`config.mk`:
```
export PLATFORM = sky130hd
export DESIGN_NAME = branch_ctrl_flat
export DESIGN_NICKNAME = d
export VERILOG_FILES = /design/src/rtl/branch_ctrl_pkg.sv /design/src/rtl/branch_ctrl_if.sv /design/src/rtl/branch_ctrl_target_calc.sv /design/src/rtl/branch_ctrl.sv /design/src/flat_wrapper.sv
export SDC_FILE = /design/constraint.sdc
export NUM_CORES = 1
export LEC_CHECK = 0
export BUFFER_PORTS_ARGS = -buffer_cell sky130_fd_sc_hd__buf_2
export CORE_ASPECT_RATIO = 1.2
export CORE_MARGIN = 2
export CORE_UTILIZATION = 35
export CTS_CLUSTER_SIZE = 28
export DETAILED_ROUTE_END_ITERATION = 7
export SLEW_MARGIN = 20
export SYNTH_ARGS = -nofsm -noshare
export SYNTH_HDL_FRONTEND = slang
export SYNTH_SLANG_ARGS = --single-unit
```
`constraint.sdc`:
```
create_clock -name clk -period 5.48 [get_ports clk]
set_input_delay 0.548 -clock clk [delete_from_list [all_inputs] [get_ports clk]]
set_output_delay 0.548 -clock clk [all_outputs]
set_load 0.02 [all_outputs]
```
`src/rtl/branch_ctrl_pkg.sv`:
```
// Shared types and constants for the branch/jump resolution controller.
package branch_ctrl_pkg;

  localparam int BR_XLEN             = 32;
  localparam int BR_FLUSH_CYCLES_DEF = 2;
  localparam int BR_FLUSH_CNT_W      = 4;

  typedef enum logic [1:0] {
    BR_ST_IDLE     = 2'd0,
    BR_ST_REDIRECT = 2'd1,
    BR_ST_FLUSH    = 2'd2
  } br_state_e;

  // Increment that sticks at all-ones instead of wrapping.
  function automatic logic [31:0] br_sat_inc(input logic [31:0] cnt);
    return (cnt == 32'hFFFF_FFFF) ? cnt : cnt + 32'd1;
  endfunction

endpackage

```
`src/rtl/branch_ctrl_if.sv`:
```
// Redirect handshake between the branch controller (master) and the Fetch PC mux (slave).
interface branch_ctrl_if
  import branch_ctrl_pkg::*;
#(
  parameter int XLEN = BR_XLEN
);
  logic            redirect_valid;
  logic            redirect_ready;
  logic [XLEN-1:0] redirect_pc;

  modport master (output redirect_valid, output redirect_pc, input redirect_ready);
  modport slave  (input redirect_valid, input redirect_pc, output redirect_ready);
endinterface

```
`src/rtl/branch_ctrl_target_calc.sv`:
```
// Combinational branch/jump target calculation; kept standalone so a predictor can reuse it.
module branch_target_calc
  import branch_ctrl_pkg::*;
#(
  parameter int XLEN = BR_XLEN
) (
  input  logic [XLEN-1:0] pc,
  input  logic [XLEN-1:0] imm,
  input  logic [XLEN-1:0] rs1,
  input  logic            is_jalr,
  output logic [XLEN-1:0] target,
  output logic            misaligned
);

  logic [XLEN-1:0] base;
  logic [XLEN-1:0] sum;

  assign base = is_jalr ? rs1 : pc;
  assign sum  = base + imm;

  // JALR drops bit 0 of the computed address; PC-relative targets pass through.
  assign target     = is_jalr ? {sum[XLEN-1:1], 1'b0} : sum;
  assign misaligned = target[1];

endmodule

```
`src/rtl/branch_ctrl.sv`:
```
// Execute-stage branch/jump controller: redirect handshake to Fetch, then a fixed flush window.
// Optional macro BRANCH_PERF_EN adds saturating accepted/redirect counters.
module branch_ctrl
  import branch_ctrl_pkg::*;
#(
  parameter int XLEN         = BR_XLEN,
  parameter int FLUSH_CYCLES = BR_FLUSH_CYCLES_DEF
) (
  input  logic                clk,
  input  logic                rst,
  input  logic                stall_in,
  input  logic                valid_de,
  input  logic                is_branch_de,
  input  logic                is_jal_de,
  input  logic                is_jalr_de,
  input  logic                jamp_state_pre,
  input  logic [XLEN-1:0]     pc_de,
  input  logic [XLEN-1:0]     imm_de,
  input  logic [XLEN-1:0]     rs1data_de,
  branch_ctrl_if.master       redir,
  output logic                flush_fd,
  output logic                stall_de,
  output logic                misalign_err,
`ifdef BRANCH_PERF_EN
  output logic [31:0]         perf_branch_cnt,
  output logic [31:0]         perf_taken_cnt,
`endif
  output logic                busy
);

  localparam logic [BR_FLUSH_CNT_W-1:0] FLUSH_LOAD = BR_FLUSH_CNT_W'(FLUSH_CYCLES);

  br_state_e                 state_reg;
  logic [BR_FLUSH_CNT_W-1:0] flush_cnt_reg;
  logic                      redirect_valid_reg;
  logic [XLEN-1:0]           redirect_pc_reg;
  logic                      flush_fd_reg;
  logic                      stall_de_reg;
  logic                      misalign_err_reg;
  logic                      busy_reg;

  logic            accept;
  logic            taken;
  logic            handshake;
  logic [XLEN-1:0] target;
  logic            target_misaligned;

  branch_target_calc #(
    .XLEN (XLEN)
  ) u_target_calc (
    .pc         (pc_de),
    .imm        (imm_de),
    .rs1        (rs1data_de),
    .is_jalr    (is_jalr_de),
    .target     (target),
    .misaligned (target_misaligned)
  );

  assign accept    = (state_reg == BR_ST_IDLE) & valid_de & ~stall_in
                   & (is_branch_de | is_jal_de | is_jalr_de);
  assign taken     = is_jal_de | is_jalr_de | (is_branch_de & jamp_state_pre);
  assign handshake = (state_reg == BR_ST_REDIRECT) & redir.redirect_ready;

  // All outputs are registered alongside the state so they change only at clock edges.
  always_ff @(posedge clk) begin
    if (rst) begin
      state_reg          <= BR_ST_IDLE;
      flush_cnt_reg      <= '0;
      redirect_valid_reg <= 1'b0;
      redirect_pc_reg    <= '0;
      flush_fd_reg       <= 1'b0;
      stall_de_reg       <= 1'b0;
      misalign_err_reg   <= 1'b0;
      busy_reg           <= 1'b0;
    end else begin
      misalign_err_reg <= 1'b0;
      case (state_reg)
        BR_ST_IDLE: begin
          if (accept && taken) begin
            if (target_misaligned) begin
              misalign_err_reg <= 1'b1;
            end else begin
              state_reg          <= BR_ST_REDIRECT;
              redirect_pc_reg    <= target;
              redirect_valid_reg <= 1'b1;
              flush_fd_reg       <= 1'b1;
              stall_de_reg       <= 1'b1;
              busy_reg           <= 1'b1;
            end
          end
        end
        BR_ST_REDIRECT: begin
          if (handshake) begin
            state_reg          <= BR_ST_FLUSH;
            flush_cnt_reg      <= FLUSH_LOAD;
            redirect_valid_reg <= 1'b0;
          end
        end
        BR_ST_FLUSH: begin
          if (flush_cnt_reg == BR_FLUSH_CNT_W'(1)) begin
            state_reg     <= BR_ST_IDLE;
            flush_cnt_reg <= '0;
            flush_fd_reg  <= 1'b0;
            stall_de_reg  <= 1'b0;
            busy_reg      <= 1'b0;
          end else begin
            flush_cnt_reg <= flush_cnt_reg - BR_FLUSH_CNT_W'(1);
          end
        end
        default: begin
          state_reg          <= BR_ST_IDLE;
          flush_cnt_reg      <= '0;
          redirect_valid_reg <= 1'b0;
          flush_fd_reg       <= 1'b0;
          stall_de_reg       <= 1'b0;
          busy_reg           <= 1'b0;
        end
      endcase
    end
  end

  assign redir.redirect_valid = redirect_valid_reg;
  assign redir.redirect_pc    = redirect_pc_reg;
  assign flush_fd             = flush_fd_reg;
  assign stall_de             = stall_de_reg;
  assign misalign_err         = misalign_err_reg;
  assign busy                 = busy_reg;

`ifdef BRANCH_PERF_EN
  // Slot 0 counts accepted instructions, slot 1 counts completed redirects.
  logic [1:0]  perf_inc;
  logic [31:0] perf_cnt_reg [2];

  assign perf_inc[0] = accept;
  assign perf_inc[1] = handshake;

  for (genvar gi = 0; gi < 2; gi++) begin : g_perf
    always_ff @(posedge clk) begin
      if (rst) begin
        perf_cnt_reg[gi] <= '0;
      end else if (perf_inc[gi]) begin
        perf_cnt_reg[gi] <= br_sat_inc(perf_cnt_reg[gi]);
      end
    end
  end

  assign perf_branch_cnt = perf_cnt_reg[0];
  assign perf_taken_cnt  = perf_cnt_reg[1];
`endif

endmodule
```
`src/flat_wrapper.sv`:
```
// flat-port wrapper written by rule: the top's interface ports become plain ports
module branch_ctrl_flat import branch_ctrl_pkg::*;
#(
  parameter int XLEN         = BR_XLEN,
  parameter int FLUSH_CYCLES = BR_FLUSH_CYCLES_DEF
)
  (clk, rst, stall_in, valid_de, is_branch_de, is_jal_de, is_jalr_de, jamp_state_pre, pc_de, imm_de, rs1data_de, flush_fd, stall_de, misalign_err, busy, redir_redirect_valid, redir_redirect_pc, redir_redirect_ready);
  branch_ctrl_if #(.XLEN(XLEN)) redir_i ();
  input  logic clk;
  input  logic rst;
  input  logic stall_in;
  input  logic valid_de;
  input  logic is_branch_de;
  input  logic is_jal_de;
  input  logic is_jalr_de;
  input  logic jamp_state_pre;
  input  logic [XLEN-1:0] pc_de;
  input  logic [XLEN-1:0] imm_de;
  input  logic [XLEN-1:0] rs1data_de;
  output logic flush_fd;
  output logic stall_de;
  output logic misalign_err;
  output logic busy;
  output wire logic [$bits(redir_i.redirect_valid)-1:0] redir_redirect_valid;
  output wire logic [$bits(redir_i.redirect_pc)-1:0] redir_redirect_pc;
  input wire logic [$bits(redir_i.redirect_ready)-1:0] redir_redirect_ready;
  assign redir_redirect_valid = redir_i.redirect_valid;
  assign redir_redirect_pc = redir_i.redirect_pc;
  assign redir_i.redirect_ready = redir_redirect_ready;
  branch_ctrl #(.XLEN(XLEN), .FLUSH_CYCLES(FLUSH_CYCLES)) u_core (.clk(clk), .rst(rst), .stall_in(stall_in), .valid_de(valid_de), .is_branch_de(is_branch_de), .is_jal_de(is_jal_de), .is_jalr_de(is_jalr_de), .jamp_state_pre(jamp_state_pre), .pc_de(pc_de), .imm_de(imm_de), .rs1data_de(rs1data_de), .redir(redir_i), .flush_fd(flush_fd), .stall_de(stall_de), .misalign_err(misalign_err), .busy(busy));
endmodule
```
== After elaboration in Yosys (flattened, before gate mapping) ==
Index checks and enable logic that the tools add are counted.

* Add/sub/neg operators: 2
* Multipliers: 0
* Div/mod/pow operators: 0
* Order comparisons: 0
* Eq/ne operators: 7
* Shift-type cells: 0
* Muxes and demuxes: 17
* Bitwise operators: 15
* Reduce and logical (&&, ||, !) cells: 8

{| class="wikitable"
|+ Operators by type and width
! kind !! number
|-
| $add A32 B32 Y32 || 1
|-
| $mux W32 || 1
|-
| $pmux W4 S3 || 1
|-
| $reduce_and A4 Y1 || 3
|-
| $mux W2 || 4
|-
| $mux W4 || 2
|-
| $mux W1 || 6
|-
| $not A1 Y1 || 6
|-
| $pmux W1 S3 || 2
|-
| $pmux W2 S3 || 1
|-
| $and A1 B1 Y1 || 5
|-
| $eq A4 B1 Y1 const B || 1
|-
| $ne A2 B1 Y1 const B || 2
|-
| $ne A2 B2 Y1 const B || 2
|-
| $or A1 B1 Y1 || 4
|-
| $sub A4 B1 Y4 const B || 1
|-
| $reduce_and A3 Y1 || 1
|-
| $reduce_or A3 Y1 || 1
|-
| $eq A2 B1 Y1 const B || 1
|-
| $eq A2 B2 Y1 const B || 1
|-
| $logic_not A2 Y1 || 1
|-
| $reduce_and A2 Y1 || 1
|-
| $logic_and A1 B1 Y1 || 1
|}

* Register bits after elaboration: 40
* Bits in latches: 0
* Memory bits (writable): 0
* Memory bits (read-only): 0
* Word-level logic and storage cells: 55
* Memories: 0

== Logic depth before layout (Yosys ltp) ==
Gate-level depths: netlist of the first run.

* Word-level depth: 7
* Gate-level depth with buffers: 12
* Gate-level depth less buffers: 10

== Cells and area by module ==
From an unflattened synthesis of the first run, not the netlist that was laid out.

* Cells, all modules: 520
* Area, all modules: 4,149.0 um^2

{| class="wikitable"
|+ Modules (own cells, without submodules)
! module !! instances !! cells an instance !! area each (um^2) !! seq. area each (um^2)
|-
| branch_target_calc || 1 || 299 || 2,279.7 || 0.0
|-
| branch_ctrl || 1 || 221 || 1,869.3 || 820.8
|}

== Worst setup path after synthesis of the first run ==
No wires, ideal clock.

* Path type: in2reg
* Start point: input is_jalr_de
* End point: register u_core.redirect_pc_reg[18] (netlist: u_core.redir.redirect_pc[18])
* Arrival time: 3,488 ps
* Slack: 1,873 ps
* Stages: 12
* Path through: buf_4 > clkbuf_1 > mux2_2 > ha_1 > fa_1 > a211oi_1 > o21ai_2 > o2111ai_2 > a41oi_1 > a311oi_1 > nor4b_1 > a211o_1

* Word-level cells in the longest chain between the ends: 4

{| class="wikitable"
|+ RTL lines
! item !! RTL line !! text
|-
| from (decl) || flat_wrapper.sv:15 || <nowiki>input logic is_jalr_de;</nowiki>
|-
| $mux W32, or another cell as far along || branch_ctrl_target_calc.sv:18 || <nowiki>assign base = is_jalr ? rs1 : pc;</nowiki>
|-
| $add A32 B32 Y32, or another cell as far along || branch_ctrl_target_calc.sv:19 || <nowiki>assign sum = base + imm;</nowiki>
|-
| $not A1 Y1 (no line) or $logic_and A1 B1 Y1 (tied branches) || -- ||
|-
| $reduce_and A3 Y1 (no line) || -- ||
|-
| to (signal assigned) || branch_ctrl.sv:84 || <nowiki>redirect_pc_reg <= target;</nowiki>
|-
| to (decl) || branch_ctrl.sv:36 || <nowiki>logic [XLEN-1:0] redirect_pc_reg;</nowiki>
|}

Several ways; a longest one is shown, not always the timed one.
A chain may end at the register's enable or synchronous reset.

== Worst setup path after layout of the first run ==
* Start point: input is_jalr_de
* End point: register u_core.redirect_pc_reg[26] (netlist: u_core.redir.redirect_pc[26])

The elaborated chain is that of the path after synthesis.

==> impl_metrics.ini, run 1 <==
[floorplanning]
ios = 142
core_um2 = 10600
die_w_um = 99.3
rows = 41
die_height_um = 118
die_area_um2 = 11800
start_util_pct = 36.1

[placed_design]
place.gp.congestion = 0.859
io_buffers = 140
detailedPlace.worstSlack_ps = 1790
dp_hpwl_um = 8990

[cts]
numCtsBuffers = 5
numClockSinks = 40
cts_tree = yes
cts.clk_slew.worst_paths_ps = 60
post_cts_buffers = 0
ctsResizeCount = 0
cts_root_buf = clkbuf_16
hold_buffers = 0
clock_path_buffers = 2
clk_latency_ps = 290
cts.htree.levels = 2

[sta]
clock.fmax_mhz = 293
worst_pin_slew_ps = 679
fin_crit_sh_pct = 62.2
skew_ps = 6.20
finalHoldViolCount = 0
hold_slack_ps = 450
maxSlewViolCount = 0
setup_tns_ps = 0
setup_viol = 0
finalCriticalPeriod_ps = 3410
relSlewSlack_pct = 54.6
rsz0062_at_grt = no
postLayoutSetupSlackWorst_ps = 2070

[synthesis]
synth_fp_nets = 631
synthesis.area_um2 = 3820
synth_warnings = 0
yosys_register_bits = 40
ys.flop_type = dfxtp_1
ys_types = 63
yosysSeqAreaShare_pct = 21.0
synthCells = 488
async_reset_ff_share_pct = 0
syn_avg_cell_area_um2 = 7.82
synth_edf_count = 0

[pwr]
p_int_w = 0.000754
seqPwrFrac_pct = 27.8
p_leak_nw = 2.15
powerDensity_nw_per_um2 = 264
vdd_drop_max_v = 0.000126
power_w = 0.00125
pwr-share-clk_pct = 24.1
net-switching-power_w = 0.000494
netSwitchingFraction_pct = 39.6
pwr-share-comb_pct = 48.1

[finish]
area_delta_synth_final_pct = 23.9
nets = 753
multi_input_area_um2 = 2860
largest_register_ffs = 31
nFillCells = 1103
drive_gt1_share_pct = 32.4
layout.area.seq_um2 = 801
final_util_pct = 44.7
n_antenna_cell = 0

[global_route]
grt_overflow = 0
grt_pass1_wl_um = 17900
grt_max_degree = 35
antenna_found_initial = 0
grtUsageMet3_pct = 2.48
use_met1_pct = 23.3
track_usage_pct = 18.4
top_usage_layer = met2
use_met2_pct = 31.5
grt_pass1_vias = 3886

[detailed_routing]
ant_nets = 0
first_pass_iters = 4
drt-total-wl_um = 11200
wl_per_cell_um = 15.1
route.vias.total = 3996
drc = 0
vias_per_cell = 5.40
drt_iter0_markers = 174

[critical_path]
criticalPathCategory = in -> reg
cp.arrival_ps = 3560
start_kind = input pin
end_kind = flip-flop
crit_chain = buf_2 > buf_4 > mux2_2 > ha_1 > a211oi_1 > o21ai_2 > o2111ai_2 > a41oi_1 > a41oi_1 > mux2i_1 > o32ai_1
path_common_cell = a41oi_1
critPathMaxStageDelay_ps = 440
critPathRequiredTime_ps = 5630
cp_slowest_cell = a41oi_1
path_max_fanout = 32

[worst_hold_path]
hold_path_class = reg -> reg

[outcome]
status = completed

[run]
maxCapViolations = 0
## cells by family after synthesis
family                     synth area share [%]
AOI/OAI and AO/OA                          26.6
and+or+nand+nor                            19.5
DFF                                        21.0
adders and majority gates                  12.7
muxes                                      10.7
buffers and inverters                      4.16
xor gates and xnor gates                   5.28
other                                    0.0982
## worst max-delay path, delay by kind of cell
family          cells  cell delay (ps)
buf+inv             2              500
mux                 2              640
fa+ha+maj           1              340
compound gates      6             1510
## per-layer routing
metal | part of all wire [%] | vias to the layer above
met5 | 0 | -
met1 | 43 | 1825
met4 | 2.5 | 0
met2 | 49 | 124
li1 | - | 2029
met3 | 4.9 | 18
## stage by stage
step | instances | instance area, um2
final | 740 | 4730
after global routing | 740 | 4730
after CTS | 740 | 4730
after detailed placement | 732 | 4580
after global placement | 732 | 4580
after floorplan | 488 | 3820
## area by class of cell
type	instances	area share, %
multi-input combinational	411	60.5
sequential	40	16.9
clock buffer	6	2.94
timing repair buffer	143	15.3
clock inverter	2	0.212
inverter	9	0.714
tap	129	3.41
## placed cells by master (no fill, tap or decap), types with 7 or more instances in the layout
cell | netlist | layout
xnor2_1 | 8 | 8
nand3_1 | 11 | 11
a211oi_1 | 10 | 10
nor3_1 | 7 | 7
xor2_1 | 15 | 15
o21ai_0 | 29 | 29
nor2_1 | 42 | 41
nand4_1 | 8 | 8
nor2b_1 | 8 | 8
a21o_1 | 16 | 16
ha_1 | 37 | 37
nand2_1 | 48 | 48
buf_2 | 4 | 140
mux2_2 | 31 | 31
dfxtp_1 | 40 | 40
inv_1 | 9 | 9
a21oi_1 | 55 | 55
## power by group through the flow
stage	Combinational [W]	Clock (W)	Sequential (W)
global route	0.000669	0.000316	0.000351
detailed placement	0.000597	0	0.000353
global placement	0.000589	0	0.000352
floorplan	0.000409	0	0.000382
finish	0.000600	0.000301	0.000346
CTS	0.000600	0.000305	0.000347
## path summary, 6_finish.rpt
path / from / to / slack [ps] / cells after the start
worst max register to register: u_core.state_reg[0] / u_core.flush_fd / 3090 / 10
worst min register to register: u_core.redir.redirect_pc[6] / u_core.redir.redirect_pc[6] / 450 / 2
worst max-delay path: is_jalr_de / u_core.redir.redirect_pc[26] / 2070 / 11
worst min-delay path: u_core.redir.redirect_pc[6] / u_core.redir.redirect_pc[6] / 450 / 2
## cells in the mapped netlist (all sizes together), types with 6 or more instances
cell type	count	area, um2
o21ai	31	159
buf	9	53.8
nand4	8	50.1
a21oi	56	284
nor3	8	45.0
o211ai	6	45.0
mux2	31	349
a211oi	10	75.1
ha	37	463
nand3	11	55.1
nor2b	8	50.1
inv	9	33.8
xnor2	8	70.1
nor2	42	158
clkbuf	19	71.3
or2	6	37.5
nand2	48	180
dfxtp	40	801
xor2	15	131
a21o	16	120
mux2i	6	60.1
o21bai	6	45.0
Note: power is estimated with default switching activity, not from simulation.
==> inputs of run 2 (changes only) <==
==> constraint.sdc (replaced) <==
create_clock -name clk -period 2.94 [get_ports clk]
set_input_delay 0.294 -clock clk [delete_from_list [all_inputs] [get_ports clk]]
set_output_delay 0.294 -clock clk [all_outputs]
set_load 0.02 [all_outputs]
==> run 2 against run 1 <==
Compared with the run above:
- clock skew decreased by 2.4 ps
- total power increased by 100%
- die area unchanged
- critical endpoint is now u_core.redir.redirect_pc[18]
- register-to-register slack got worse by 2500 ps
==> impl_metrics.ini, run 2 (synthesized netlist as in run 1, its figures left out) <==
[outcome]
status = completed

[sta]
setup_viol = 0
relSlewSlack_pct = 65.8
finalCriticalPeriod_ps = 2710
fin_crit_sh_pct = 92.3
setup_tns_ps = 0
hold_slack_ps = 298
rsz0062_at_grt = no
skew_ps = 3.80
maxSlewViolCount = 0
worst_pin_slew_ps = 509
postLayoutSetupSlackWorst_ps = 227
clock.fmax_mhz = 369
finalHoldViolCount = 0

[global_route]
grt_overflow = 0
grt_pass1_vias = 4184
grt_pass1_wl_um = 19600
track_usage_pct = 19.9
antenna_found_initial = 0
grt_max_degree = 34

[worst_hold_path]
whs_path_depth = 3
worstHoldEndpoint = u_core.misalign_err
hold_path_class = in -> reg
hold_start = stall_in

[critical_path]
criticalPathCategory = in -> reg
regToRegSetupSlack_ps = 600
critPathRequiredTime_ps = 3110
end_kind = flip-flop
path_max_fanout = 18
cp.arrival_ps = 2890
worstReg2RegStart = u_core.state_reg[1]
start_kind = input pin
r2r-end = u_core.flush_fd
ff2ff_path_depth = 9

[pwr]
netSwitchingFraction_pct = 38.2
vdd_drop_max_v = 0.000260
powerDensity_nw_per_um2 = 490
p_leak_nw = 2.37
net-switching-power_w = 0.000956
seqPwrFrac_pct = 25.9
pwr-share-clk_pct = 25.0
pwr-share-comb_pct = 49.1
p_int_w = 0.00155

[finish]
layout.area.seq_um2 = 801
multi_input_area_um2 = 2890
final_common_cell = buf_2
drive_gt1_share_pct = 37.6
instances_no_fill = 783
area_delta_synth_final_pct = 33.9
n_antenna_cell = 0
largest_register_ffs = 31
nFillCells = 1095
final_cell_mix = 140 x buf_2, 55 x a21oi_1, 48 x nand2_1, 45 x buf_4, 41 x nor2_1
nets = 796

[floorplanning]
core_um2 = 10600
die_height_um = 118
rows = 41
die_area_um2 = 11800
die_w_um = 99.3
start_util_pct = 36.1
ios = 142

[run]
maxCapViolations = 0

[cts]
numClockSinks = 40
numCtsBuffers = 5
ctsResizeCount = 0
cts.clk_slew.worst_paths_ps = 60
cts_tree = yes
hold_buffers = 0
clock_path_buffers = 2
cts_root_buf = clkbuf_16
cts.htree.levels = 2
clk_latency_ps = 280
post_cts_buffers = 0

[detailed_routing]
drt_iter0_markers = 257
ant_nets = 0
drt-total-wl_um = 11700
wl_per_cell_um = 15.0
first_pass_iters = 4
vias_per_cell = 5.36
drc = 0
route.vias.total = 4196

[placed_design]
detailedPlace.worstSlack_ps = -58.8
dp_hpwl_um = 9550
place.gp.congestion = 0.864
io_buffers = 140
dp_cells = 775
## run 2: changes by cell type in the layout (fill, tap and decap cells not counted), sizes merged
cell      previous run  this run
clkbuf               6         5
buf                143       186
bufinv               0         1
clkinv               2         1
clkinvlp             0         1
## run 2: through the flow
step	cell area (um2)	util (%)	power (W)
6_report	5110	48.4	0.00250
5_1_grt	5110	48.4	0.00269
4_1_cts	5110	48.4	0.00251
3_5_place_dp	4940	46.8	0.00188
3_3_place_gp	4940	46.8	0.00185
2_1_floorplan	3850	-	0.00148
## run 2: worst max path at each step
stage                           from                      endpoint  cells after the start  slack, ps
after floorplan           is_jalr_de  u_core.redir.redirect_pc[18]                     12        -50
after global placement    is_jalr_de  u_core.redir.redirect_pc[18]                     11        -30
after detailed placement  is_jalr_de  u_core.redir.redirect_pc[18]                     11        -60
after CTS                 is_jalr_de  u_core.redir.redirect_pc[18]                     11        220
after global routing      is_jalr_de  u_core.redir.redirect_pc[18]                     11         50
final                     is_jalr_de  u_core.redir.redirect_pc[18]                     11        230
## run 2: power groups by stage
| stage | sequential [W] | combinational [W] | clock (W) |
|---|---|---|---|
| floorplan | 0.000711 | 0.000772 | 0 |
| global placement | 0.000656 | 0.00119 | 0 |
| detailed placement | 0.000659 | 0.00122 | 0 |
| CTS | 0.000647 | 0.00123 | 0.000640 |
| global route | 0.000656 | 0.00136 | 0.000670 |
| finish | 0.000647 | 0.00123 | 0.000626 |
## run 2: layout make-up
| cell class | count | area share [%] |
|---|---|---|
| multi-input cells | 411 | 56.5 |
| repair buffers | 186 | 20.7 |
| flip-flops and latches | 40 | 15.7 |
| well taps | 129 | 3.16 |
| clock buffers | 5 | 2.45 |
| clock inverters | 3 | 0.832 |
| inverters | 9 | 0.661 |
## run 2: critical path, cell delays in order
cell and delay [ps]:
buf_2 130, buf_12 160, mux2_2 370, fa_2 370, a211oi_2 240, o21ai_2 110
o2111ai_2 210, a41oi_2 270, a311oi_2 360, nor4b_1 90, a211o_1 280
## run 2: metal layers
layer	part of all wire (%)	track usage [%]
met5	0	0
met4	0.94	3.68
met3	5.4	2.37
met2	51	35.9
met1	43	25.5
==> inputs of run 3 (changes only) <==
==> constraint.sdc (replaced) <==
create_clock -name clk -period 2.5 [get_ports clk]
set_input_delay 0.25 -clock clk [delete_from_list [all_inputs] [get_ports clk]]
set_output_delay 0.25 -clock clk [all_outputs]
set_load 0.02 [all_outputs]
==> run 3 against run 2 <==
Compared with the run above:
- global-route usage grew 0.20 points
- count of clock-buffer cells in the layout stayed put
- largest power group unchanged
- cell area is 13% higher
- the run now ends with negative setup slack left
==> impl_metrics.ini, run 3 (synthesized netlist as in run 1, its figures left out) <==
[finish]
n_antenna_cell = 0
nets = 853
nFillCells = 1052
layout.area.seq_um2 = 801
instances_no_fill = 839
final_cell_mix = 139 x buf_2, 99 x buf_4, 48 x a21oi_1, 47 x nand2_1
drive_gt1_share_pct = 46.9
final_common_cell = buf_2
multi_input_area_um2 = 3140
largest_register_ffs = 31
area_delta_synth_final_pct = 51.8

[sta]
fin_crit_sh_pct = 101
worst_pin_slew_ps = 488
finalHoldViolCount = 0
hold_slack_ps = 258
postLayoutSetupSlackWorst_ps = -28.2
finalCriticalPeriod_ps = 2530
rsz0062_at_grt = yes
relSlewSlack_pct = 67.2
maxSlewViolCount = 0
skew_ps = 3.48
setup_viol = 2
clock.fmax_mhz = 396
setup_tns_ps = -36.8

[outcome]
status = finished, violations left
violations = negative setup slack

[cts]
numCtsBuffers = 5
numClockSinks = 40
cts.clk_slew.worst_paths_ps = 60
cts.htree.levels = 2
clk_latency_ps = 280
clock_path_buffers = 2
cts_tree = yes
hold_buffers = 0
cts_root_buf = clkbuf_16

[pwr]
p_int_w = 0.00188
netSwitchingFraction_pct = 38.9
seqPwrFrac_pct = 24.7
powerDensity_nw_per_um2 = 531
pwr-share-clk_pct = 20.6
p_leak_nw = 2.68
pwr-share-comb_pct = 54.7
net-switching-power_w = 0.00120
vdd_drop_max_v = 0.000277

[global_route]
grt_pass1_wl_um = 20000
grt_pass1_vias = 4397
track_usage_pct = 20.2
grt_max_degree = 23
grt_overflow = 0
antenna_found_initial = 0

[detailed_routing]
drt_iter0_markers = 149
wl_per_cell_um = 14.7
route.vias.total = 4360
drc = 0
vias_per_cell = 5.20
first_pass_iters = 4
ant_nets = 0
drt-total-wl_um = 12300

[critical_path]
path_max_fanout = 6
crit_chain = buf_8 > buf_12 > mux2_4 > fa_2 > a211oi_2 > o21ai_2 > o2111ai_2 > a41oi_2 > buf_4 > a41oi_4 > mux2i_1 > o32ai_1
critPathMaxStageDelay_ps = 390
criticalPathCategory = in -> reg
start_kind = input pin
cp.arrival_ps = 2680
cp_slowest_cell = fa_2
end_kind = flip-flop
critPathRequiredTime_ps = 2650

[floorplanning]
die_w_um = 99.3
start_util_pct = 36.1
core_um2 = 10600
rows = 41
die_area_um2 = 11800
ios = 142
die_height_um = 118

[run]
maxCapViolations = 0

[placed_design]
dp_hpwl_um = 9940
io_buffers = 140
place.gp.congestion = 0.892
dp_cells = 821

[worst_hold_path]
hold_path_class = in -> reg
-- run 3: cell count changes in the layout (fill, tap and decap cells not counted), moves of 5 or more --
cell     previous run  this run
buf_4              45        99
ha_1               37        29
a21oi_1            55        48
ha_4                0         7
a21oi_2             1         7
o21ai_0            29        24
-- run 3: power groups by stage --
stage | Combinational (W) | Sequential (W) | Clock (W)
after CTS | 0.00162 | 0.000761 | 0.000641
after floorplan | 0.000943 | 0.000836 | 0
final | 0.00168 | 0.000761 | 0.000635
after global routing | 0.00185 | 0.000769 | 0.000658
after global placement | 0.00155 | 0.000772 | 0
after detailed placement | 0.00157 | 0.000776 | 0
-- run 3: timing repair --
item / CTS / global route
endpoints found under the setup margin: 8 / 19
buffers inserted: 6 / 5
resized for setup: 13 / 27
pin swaps: 8 / 15
-- run 3: routing by layer --
layer / vias to the layer above / share of wire, % / GRT usage, %
met5: - / 0 / 0
met4: 0 / 0.76 / 2.57
met3: 6 / 4.0 / 2.01
met2: 101 / 53 / 39.0
met1: 2027 / 43 / 24.1
li1: 2226 / - / -
-- run 3: stage by stage --
| stage | setup slack, ps | util (%) | total power (W) | area [um2] |
|---|---|---|---|---|
| after global placement | -316 | 50.7 | 0.00232 | 5350 |
| after CTS | 0.157 | 53.3 | 0.00302 | 5630 |
| after floorplan | -306 | - | 0.00178 | 3940 |
| final | -28.2 | 54.8 | 0.00308 | 5790 |
| after global routing | -99.3 | 54.8 | 0.00328 | 5790 |
| after detailed placement | -391 | 50.7 | 0.00235 | 5350 |
-- run 3: worst max-delay path, delay by kind of cell --
family	cells	cell delay, ps
mux	2	590
buf+inv	3	420
fa+ha+maj	1	390
compound gates	6	1020
-- run 3: worst paths after layout --
check	startpoint	endpoint	slack, ps	cells past startpoint
min reg2reg	u_core.redir.redirect_pc[15]	u_core.redir.redirect_pc[15]	450	2
min	stall_in	u_core.misalign_err	260	3
max	is_jalr_de	u_core.redir.redirect_pc[26]	-30	12
max reg2reg	u_core.state_reg[0]	u_core.redir.redirect_pc[30]	220	9
-- run 3: area by class of cell --
type,instances,area share [%]
clock inverter,2,0.216
timing repair buffer,243,26.3
tap,129,2.79
inverter,9,0.583
sequential,40,13.8
clock buffer,5,2.16
multi-input combinational,411,54.1
